==> src/rtl/regfile_pkg.sv <==
// Shared types and helpers for the multi-port register file.
package regfile_pkg;

  typedef enum logic {
    RF_IDLE  = 1'b0,
    RF_CLEAR = 1'b1
  } rf_state_t;

  // Address width for a given register count; never narrower than one bit.
  function automatic int calc_aw(input int n);
    return (n > 1) ? $clog2(n) : 1;
  endfunction

  function automatic int port_lsb(input int idx, input int w);
    return idx * w;
  endfunction

endpackage

==> src/rtl/regfile_if.sv <==
// Write, read and clear-control bundle of the register file.
interface regfile_if #(
  parameter int WIDTH = 32,
  parameter int AW    = 5,
  parameter int NRD   = 2
);
  logic                 we;
  logic [AW-1:0]        wa;
  logic [WIDTH-1:0]     wd;
  logic [NRD*AW-1:0]    ra;
  logic [NRD*WIDTH-1:0] rd;
  logic                 clr_req;
  logic                 busy;
  logic                 clr_done;

  modport master (
    output we, wa, wd, ra, clr_req,
    input  rd, busy, clr_done
  );

  modport slave (
    input  we, wa, wd, ra, clr_req,
    output rd, busy, clr_done
  );
endinterface

==> src/rtl/regfile_clr_seq.sv <==
// Clear sequencer: sweeps zeros through every register after reset or on request.
module regfile_clr_seq
  import regfile_pkg::*;
#(
  parameter int NREGS = 32,
  parameter int AW    = 5
) (
  input  logic          clk,
  input  logic          reset,
  input  logic          clr_req,
  output logic          clr_we,
  output logic [AW-1:0] clr_addr,
  output logic          busy,
  output logic          clr_done
);

  localparam logic [AW-1:0] LAST = AW'(NREGS - 1);

  rf_state_t     state_p0, state_d;
  logic [AW-1:0] ptr_p0, ptr_d;
  logic          done_p0, done_d;

  // Stage p0: sequencer state, sweep pointer and completion pulse
  always_ff @(posedge clk or posedge reset) begin
    if (reset) begin
      state_p0 <= RF_CLEAR;
      ptr_p0   <= '0;
      done_p0  <= 1'b0;
    end else begin
      state_p0 <= state_d;
      ptr_p0   <= ptr_d;
      done_p0  <= done_d;
    end
  end

  always_comb begin
    state_d = state_p0;
    ptr_d   = ptr_p0;
    done_d  = 1'b0;
    busy    = 1'b0;
    clr_we  = 1'b0;
    case (state_p0)
      RF_CLEAR: begin
        busy   = 1'b1;
        clr_we = 1'b1;
        ptr_d  = ptr_p0 + AW'(1);
        if (ptr_p0 == LAST) begin
          state_d = RF_IDLE;
          ptr_d   = '0;
          done_d  = 1'b1;
        end
      end
      RF_IDLE: begin
        // A request while already sweeping never reaches here, so it is ignored.
        if (clr_req) begin
          state_d = RF_CLEAR;
          ptr_d   = '0;
        end
      end
      default: begin
        state_d = RF_CLEAR;
        ptr_d   = '0;
      end
    endcase
  end

  assign clr_addr = ptr_p0;
  assign clr_done = done_p0;

endmodule

==> src/rtl/regfile_multi.sv <==
// Parametrised register file: NRD combinational read ports, one write port,
// optional write-to-read bypass and a hardware clear sweep.
module regfile_multi
  import regfile_pkg::*;
#(
  parameter int WIDTH    = 32,
  parameter int NREGS    = 32,
  parameter int NRD      = 2,
  parameter int ZERO_REG = 1,
  parameter int BYPASS   = 1
) (
  input  logic     clk,
  input  logic     reset,
  regfile_if.slave bus
);

  localparam int AW = calc_aw(NREGS);

  logic                 busy;
  logic                 clr_done;
  logic                 clr_we;
  logic [AW-1:0]        clr_addr;
  logic                 wa_zero;
  logic                 user_we;
  logic                 mem_we;
  logic [AW-1:0]        mem_addr;
  logic [WIDTH-1:0]     mem_data;
  logic [NRD*WIDTH-1:0] rd_all;
  logic [WIDTH-1:0]     rf [NREGS];

  regfile_clr_seq #(
    .NREGS (NREGS),
    .AW    (AW)
  ) u_clr_seq (
    .clk      (clk),
    .reset    (reset),
    .clr_req  (bus.clr_req),
    .clr_we   (clr_we),
    .clr_addr (clr_addr),
    .busy     (busy),
    .clr_done (clr_done)
  );

  assign bus.busy     = busy;
  assign bus.clr_done = clr_done;

  // A clear request in the same cycle as a write takes priority and drops the write.
  assign wa_zero  = (ZERO_REG != 0) && (bus.wa == '0);
  assign user_we  = !busy && bus.we && !bus.clr_req && !wa_zero;
  assign mem_we   = clr_we || user_we;
  assign mem_addr = clr_we ? clr_addr : bus.wa;
  assign mem_data = clr_we ? '0 : bus.wd;

  // Stage p0: storage array, cleared only by the sweep
  always_ff @(posedge clk) begin
    if (mem_we) begin
      rf[mem_addr] <= mem_data;
    end
  end

  for (genvar g = 0; g < NRD; g++) begin : g_rd
    logic [AW-1:0]    addr;
    logic [WIDTH-1:0] data;

    assign addr = bus.ra[port_lsb(g, AW) +: AW];

    always_comb begin
      data = rf[addr];
      if (busy) begin
        data = '0;
      end else if ((ZERO_REG != 0) && (addr == '0)) begin
        data = '0;
      end else if ((BYPASS != 0) && user_we && (addr == bus.wa)) begin
        data = bus.wd;
      end
    end

    assign rd_all[port_lsb(g, WIDTH) +: WIDTH] = data;
  end

  assign bus.rd = rd_all;

endmodule
==> src/flat_wrapper.sv <==
// flat-port wrapper written by rule: the top's interface ports become plain ports
module regfile_multi_flat import regfile_pkg::*;
#(
  parameter int WIDTH    = 32,
  parameter int NREGS    = 32,
  parameter int NRD      = 2,
  parameter int ZERO_REG = 1,
  parameter int BYPASS   = 1
)
  (clk, reset, bus_we, bus_wa, bus_wd, bus_ra, bus_clr_req, bus_rd, bus_busy, bus_clr_done);
  regfile_if #(.WIDTH(WIDTH), .NRD(NRD)) bus_i ();
  input  logic clk;
  input  logic reset;
  input wire logic [$bits(bus_i.we)-1:0] bus_we;
  input wire logic [$bits(bus_i.wa)-1:0] bus_wa;
  input wire logic [$bits(bus_i.wd)-1:0] bus_wd;
  input wire logic [$bits(bus_i.ra)-1:0] bus_ra;
  input wire logic [$bits(bus_i.clr_req)-1:0] bus_clr_req;
  output wire logic [$bits(bus_i.rd)-1:0] bus_rd;
  output wire logic [$bits(bus_i.busy)-1:0] bus_busy;
  output wire logic [$bits(bus_i.clr_done)-1:0] bus_clr_done;
  assign bus_i.we = bus_we;
  assign bus_i.wa = bus_wa;
  assign bus_i.wd = bus_wd;
  assign bus_i.ra = bus_ra;
  assign bus_i.clr_req = bus_clr_req;
  assign bus_rd = bus_i.rd;
  assign bus_busy = bus_i.busy;
  assign bus_clr_done = bus_i.clr_done;
  regfile_multi #(.WIDTH(WIDTH), .NREGS(NREGS), .NRD(NRD), .ZERO_REG(ZERO_REG), .BYPASS(BYPASS)) u_core (.clk(clk), .reset(reset), .bus(bus_i));
endmodule
==> config.mk <==
export PLATFORM = sky130hd
export DESIGN_NAME = regfile_multi_flat
export DESIGN_NICKNAME = d
export VERILOG_FILES = /design/src/rtl/regfile_pkg.sv /design/src/rtl/regfile_if.sv /design/src/rtl/regfile_clr_seq.sv /design/src/rtl/regfile_multi.sv /design/src/flat_wrapper.sv
export SDC_FILE = /design/constraint.sdc
export NUM_CORES = 1
export LEC_CHECK = 0
export CAP_MARGIN = 15
export CORE_MARGIN = 2
export CORE_UTILIZATION = 45
export DETAILED_ROUTE_END_ITERATION = 6
export HOLD_SLACK_MARGIN = 0.03
export SYNTH_ARGS = -nofsm -noshare
export SYNTH_HDL_FRONTEND = slang
export SYNTH_SLANG_ARGS = --single-unit
==> constraint.sdc <==
create_clock -name clk -period 4.1 [get_ports clk]
set_input_delay 0.615 -clock clk [delete_from_list [all_inputs] [get_ports clk]]
set_output_delay 0.615 -clock clk [all_outputs]
set_load 0.1 [all_outputs]
==> metrics, run 1 <==
Total GRT Usage 30.3%; worst slew pin tran 1.16 ns; Die Ht roughly 340 µm; Async S/R FF share, synth less than 1%; Synth Net Count 2,982; core box area 0.109 mm²; r2r setup slk 0.72 ns; fmax 248 MHz; WL final 172,000 µm; YS warnings 0; cts bufs inserted 106; minimum clock period 4.03 ns; register area share after synthesis between 60 and 70%; Hold Crit Class in2async; CTS clk-pin slew, worst paths 0.06 ns; Synth-to-Final Area Change 17.0%; commonest non-fill, non-tap cell in the layout edfxtp_1; TritonCTS clock tree built; final slew viol count 0; final core occ 53.1%; DRC 0; sw frac 29.2%; vias per cell 6.98; Starting DRT DRC Count 4,642; library cells used by synthesis 53; critical path required time 3.48 ns; Sequential Power Share a little under half; routability cong. 0.838; Post-Syn Area 0.0494 mm²; switching power 8.39 mW; drt pass-1 iters 5; skew final 0.0152 ns; Internal Pwr Total 20.4 mW; Crit Path Max Fanout 17; clock root buffer clkbuf_16; Clock Latency Late Sink 0.70 ns; first-pass GRT wire length 240,000 µm; Post-synth EDFFs 1,024; WHS ~0.26 ns; Final Hold Vio Count 0; Lkg Pwr 19.5 nW; cts hold-fix bufs 0; diode count 0; most frequent cells in the layout 1,024 x edfxtp_1, 429 x mux2i_1, 319 x mux4_2; IO Port Bufs 116; synthesized flop and latch total 1,031; status complete, no violations; RSZ-0062 raised after global routing false; Starting Density a little under half; # IOs about 120; Power Density between 400 and 500 mW/mm²; cells after synthesis 2,929; H-tree depth 3; fin nets 3,196; FP Rows 121; maximum VDD drop 0.375 mV; Final Setup Violations 0; post-route ant nets 0; total number of vias 32,368; Clk pwr share around 33%; CP endpoint kind output port; syn avg cell area 16.9 µm²; Synth Flop Type edfxtp_1; startpoint types flop; Comb power frac 20.1%; die area between 0.1 and 0.15 mm²; Post-DP HPWL 97,700 µm; total gr overflow 0; antenna violations before repair 4; post-route clock period utilization 98.3%; vias in the first global route 32,610; crit path kind reg2out; drt wl/cell between 30 and 40 µm; CTS Buffer Depth 3; Final TNS setup 0 ns; slew margin rel. approximately 22%; arrival time at the worst endpoint 3.42 ns; Sink Count 1,031; Die Width 335 µm; share of cells above drive strength 1 between 20 and 30%; largest net degree at the start of global routing 86; maxcap violations 0
power groups by stage:
stage | Clock, mW | Combinational, mW | Sequential, mW
global route | 9.93 | 5.97 | 13.6
floorplan | 0 | 3.03 | 13.6
global placement | 0 | 5.65 | 13.6
finish | 9.47 | 5.79 | 13.5
detailed placement | 0 | 5.71 | 13.7
CTS | 9.58 | 5.72 | 13.5
synthesized netlist by cell type, drive strengths merged, types with 2 or more instances:
| cell | number | area, µm² |
|---|---|---|
| nand3 | 35 | 175 |
| o31ai | 10 | 75.1 |
| a21o | 9 | 67.6 |
| a22o | 6 | 52.6 |
| or4 | 3 | 26.3 |
| a32o | 10 | 100 |
| nor3 | 27 | 135 |
| and2 | 8 | 50.1 |
| or2 | 2 | 12.5 |
| o211ai | 10 | 75.1 |
| o32a | 4 | 40.0 |
| and3 | 2 | 12.5 |
| nor2b | 43 | 269 |
| edfxtp | 1024 | 30700 |
| dfrtp | 6 | 150 |
| o22ai | 118 | 738 |
| nor2 | 100 | 375 |
| mux2i | 429 | 4290 |
| clkbuf | 105 | 395 |
| mux4 | 319 | 7180 |
| nor4 | 7 | 73.8 |
| buf | 135 | 962 |
| xor2 | 2 | 17.5 |
| a211oi | 14 | 115 |
| o221ai | 173 | 1520 |
| a21oi | 108 | 541 |
| ha | 2 | 25.0 |
| nand2 | 61 | 229 |
| inv | 10 | 37.5 |
| nand2b | 11 | 68.8 |
| a32oi | 8 | 70.1 |
| a211o | 2 | 17.5 |
| o32ai | 4 | 35.0 |
| a31oi | 14 | 87.6 |
| o22a | 2 | 17.5 |
| xnor2 | 8 | 70.1 |
| o21ai | 92 | 472 |
critical path, cell delays in order, from the launching register on:
cell and delay [ns]:
dfstp_2 0.39, nor3b_4 0.26, o21ai_4 0.09, buf_4 0.17, nor4_4 0.45, buf_4 0.51
nor3_1 0.21, nor2_1 0.40, buf_12 0.23
per-layer routing:
| metal | part of all wire [%] | GRT usage (%) | vias to the layer above |
|---|---|---|---|
| li1 | - | - | 12817 |
| met1 | 38 | 41.4 | 16942 |
| met2 | 47 | 48.0 | 2235 |
| met3 | 12 | 6.95 | 370 |
| met4 | 3.7 | 10.6 | 4 |
| met5 | 0.017 | 0 | - |
area by class of cell:
class / instances / area, µm²
clock inverter: 58 / 537
timing repair buffer: 346 / 4320
tap: 1414 / 1770
multi-input combinational: 1648 / 17400
clock buffer: 133 / 2820
fill: 8578 / 51000
inverter: 10 / 40.0
sequential: 1031 / 30900
path summary, 6_finish.rpt:
kind,depth (start not counted),from,end
worst max-delay path,8,u_core.u_clr_seq.state_p0,bus_rd[14]
worst min-delay path,2,reset,u_core.u_clr_seq.clr_done
worst max register to register,6,u_core.u_clr_seq.state_p0,u_core.rf[12][8]
worst min register to register,1,u_core.u_clr_seq.clr_addr[3],u_core.u_clr_seq.clr_addr[3]
max in group asynchronous,2,reset,u_core.u_clr_seq.state_p0
min in group clk,1,u_core.u_clr_seq.clr_addr[3],u_core.u_clr_seq.clr_addr[3]
metrics by stage:
stage | instances | total power, mW | area, µm² | worst slack, ns
after floorplan | 2929 | 16.6 | 49400 | -0.562
after global routing | 4640 | 29.5 | 57900 | 0.0170
after detailed placement | 4449 | 19.4 | 54500 | 0.0527
after global placement | 4449 | 19.2 | 54500 | 0.0474
after CTS | 4640 | 28.8 | 57800 | 0.0173
final | 4640 | 28.7 | 57900 | 0.0692
repair_timing:
item                                    CTS  global route
buffers inserted                          0             0
endpoints found under the setup margin    0             5
resized for setup                         0             5
registers in the layout, summed over array words and instances (netlist names):
signal	count
u_core.rf	1024
u_core.u_clr_seq.clr_addr	5
u_core.u_clr_seq.clr_done	1
u_core.u_clr_seq.state_p0	1
kinds of logic (layout without fill, tap and decap cells):
family,Yosys count,count (layout),share of synthesized area [%]
xor+xnor,10,10,0.177
flops,1031,1031,62.6
buf+inv,250,547,2.82
compound gates,587,587,8.22
mux,749,749,23.2
fa+ha+maj,2,2,0.0506
simple gates,300,300,2.93
Note: power is estimated with default switching activity, not from simulation.
==> inputs of run 2 (changes only) <==
--- a/config.mk
+++ b/config.mk
@@ -6,7 +6,7 @@
 export NUM_CORES = 1
 export LEC_CHECK = 0
 export CAP_MARGIN = 15
-export CORE_MARGIN = 2
+export CORE_ASPECT_RATIO = 1.1
 export CORE_UTILIZATION = 45
 export DETAILED_ROUTE_END_ITERATION = 6
 export HOLD_SLACK_MARGIN = 0.03
==> constraint.sdc (replaced) <==
create_clock -name clk -period 4.1 [get_ports clk]
set_input_delay 0.41 -clock clk [delete_from_list [all_inputs] [get_ports clk]]
set_output_delay 0.41 -clock clk [all_outputs]
set_load 0.1 [all_outputs]
==> run 2 against run 1 <==
Effect of this change: clock skew grew 0.0030 ns; flip-flop and latch count is the same; sequential power is essentially flat; utilization shrank 0.23 points; cell area shrank 0.29%; first-iteration DRC count shrank 11%; clock power grew 5.1%; die area shrank 1.2%; register-to-register slack gained 0.04 ns; largest power group unchanged.
==> metrics, run 2 (synthesized netlist as in run 1, its figures left out) <==
status complete, no violations; Post-DP HPWL 101,000 µm; maximum VDD drop 0.329 mV; Post-CTS Setup Inserts 0; Biggest register u_core.rf; critical path buffer and inverter count 1; minimum clock period 3.95 ns; slew margin rel. 25.7%; setup slack after layout approximately 0.15 ns; routability cong. 0.867; worst slew pin tran 1.11 ns; CP endpoint kind output port; hold path start bus_clr_req; WL final around 170,000 µm; Cells after DPL 4,435; CP Launch Point u_core.u_clr_seq.state_p0; Power Density 505 mW/mm²; commonest non-fill, non-tap cell in the layout edfxtp_1; Crit Path Max Fanout 19; H-tree depth 3; vias per cell 7.01; Clock Latency Late Sink roughly 0.7 ns; worst reg2reg startpoint u_core.u_clr_seq.state_p0; RSZ-0062 raised after global routing false; skew final about 0.018 ns; Synth-to-Final Area Change 16.7%; CTS clk-pin slew, worst paths 0.06 ns; most frequent cells in the layout 1,024 x edfxtp_1, 429 x mux2i_1, 319 x mux4_2; critical path required time 3.69 ns; Place WS 0.254 ns; Final Setup Violations 0; FP Rows between 100 and 150; final slew viol count 0; largest net degree at the start of global routing 73; max reg flops 1,024; non-filler instance count after layout 4,636; CP max stage delay 0.68 ns; post-route clock period utilization 96.2%; fill cell count between 8,000 and 9,000; startpoint types flop; post-route ant nets 0; total number of vias 32,519; IO Port Bufs 116; Sequential Power Share 46.3%; TritonCTS clock tree built; DP Area ~0.054 mm²; total gr overflow 0; Starting DRT DRC Count 4,142; post-route cell area 0.0577 mm²; Hold Crit Class in2reg; crit path kind reg2out; fin nets between 3,000 and 4,000; Die Ht 350 µm; clock root buffer clkbuf_16; cts bufs inserted 106; switching power 8.51 mW; Starting Density 45.3%; Internal Pwr Total 20.6 mW; Comb power frac 19.5%; vias in the first global route 32,671; Sink Count 1,031; drt wl/cell 37.0 µm; arrival time at the worst endpoint about 3.5 ns; Die Width 318 µm; fmax 253 MHz; drt pass-1 iters 5; DRC 0; first-pass GRT wire length 242,000 µm; die area 0.111 mm²; CTS Buffer Depth 3; Final Hold Vio Count 0; maxcap violations 0; share of cells above drive strength 1 between 20% and 30%; sw frac between 20% and 30%; Clk pwr share between 30% and 40%; Total GRT Usage 30.6%; worst path cell trace nor3b_4 -> o21ai_4 -> or4_1 -> nand2_1 -> o22ai_1 -> nor2_1 -> buf_12; Lkg Pwr 19.4 nW; Slowest-stage cell, CP or4_1; antenna violations before repair 3; # IOs 117; Worst path top cell family by delay simple AND/OR/NAND/NOR gates; core box area 0.109 mm²
-- run 2: worst paths after layout --
kind,end,slack [ns],depth (start not counted)
setup reg to reg,u_core.rf[7][19],0.76,6
max in group asynchronous,u_core.u_clr_seq.state_p0,3.28,3
setup / recovery,bus_rd[7],0.15,7
hold / removal,u_core.u_clr_seq.clr_addr[1],0.43,2
min in group asynchronous,u_core.u_clr_seq.clr_done,0.54,3
hold reg to reg,u_core.u_clr_seq.clr_addr[3],0.61,1
-- run 2: power by group through the flow --
stage / Combinational, mW / Sequential [mW] / Clock (mW)
after global placement: 5.54 / 13.6 / 0
after CTS: 5.62 / 13.5 / 9.99
after global routing: 5.85 / 13.6 / 10.4
final: 5.70 / 13.5 / 9.95
after floorplan: 3.03 / 13.6 / 0
after detailed placement: 5.60 / 13.7 / 0
-- run 2: metal layers --
metal | routed length [µm] | vias to the layer above | global-route usage, % | share of wire, %
met2 | 82200 | 2150 | 50.1 | 48
met5 | 0 | - | 0 | 0
met3 | 16900 | 400 | 4.91 | 9.8
li1 | - | 12808 | - | -
met4 | 7140 | 0 | 12.9 | 4.2
met1 | 65200 | 17161 | 40.9 | 38
-- run 2: what timing repair did --
action | 4_1_cts | 5_1_grt
endpoints found under the setup margin | 0 | 3
hold buffers | 1 | 0
gates resized for setup | 0 | 1
hold endpoints to repair | 6 | 0
-- run 2: final cells by class --
| cell class | count | area (µm²) | share of cell area [%] |
|---|---|---|---|
| antenna | 1 | 2.50 | 0.00434 |
| clock buffer | 126 | 2770 | 4.80 |
| clock inverter | 72 | 759 | 1.32 |
| inverter | 10 | 40.0 | 0.0694 |
| multi-input combinational | 1648 | 17400 | 30.2 |
| sequential | 1031 | 30900 | 53.6 |
| tap | 1419 | 1780 | 3.08 |
| timing repair buffer | 329 | 3990 | 6.92 |
-- run 2: metrics by stage --
step                TNS (ns)  hold slack [ns]  total power [mW]  utilization [%]
floorplan              -1.06            0.213              16.6                -
global placement           0            0.515              19.1             49.7
detailed placement         0            0.589              19.3             49.7
CTS                        0            0.405              29.1             52.9
global route               0            0.439              29.8             52.9
finish                     0            0.428              29.1             52.9
-- run 2: worst reg2reg max path, cell delays in order (launching register included) --
cell and delay, ns:
dfstp_2 0.78, buf_4 0.65, and3_1 0.30, a31oi_2 0.09, buf_6 0.23, nor2_4 0.62, buf_4 0.35
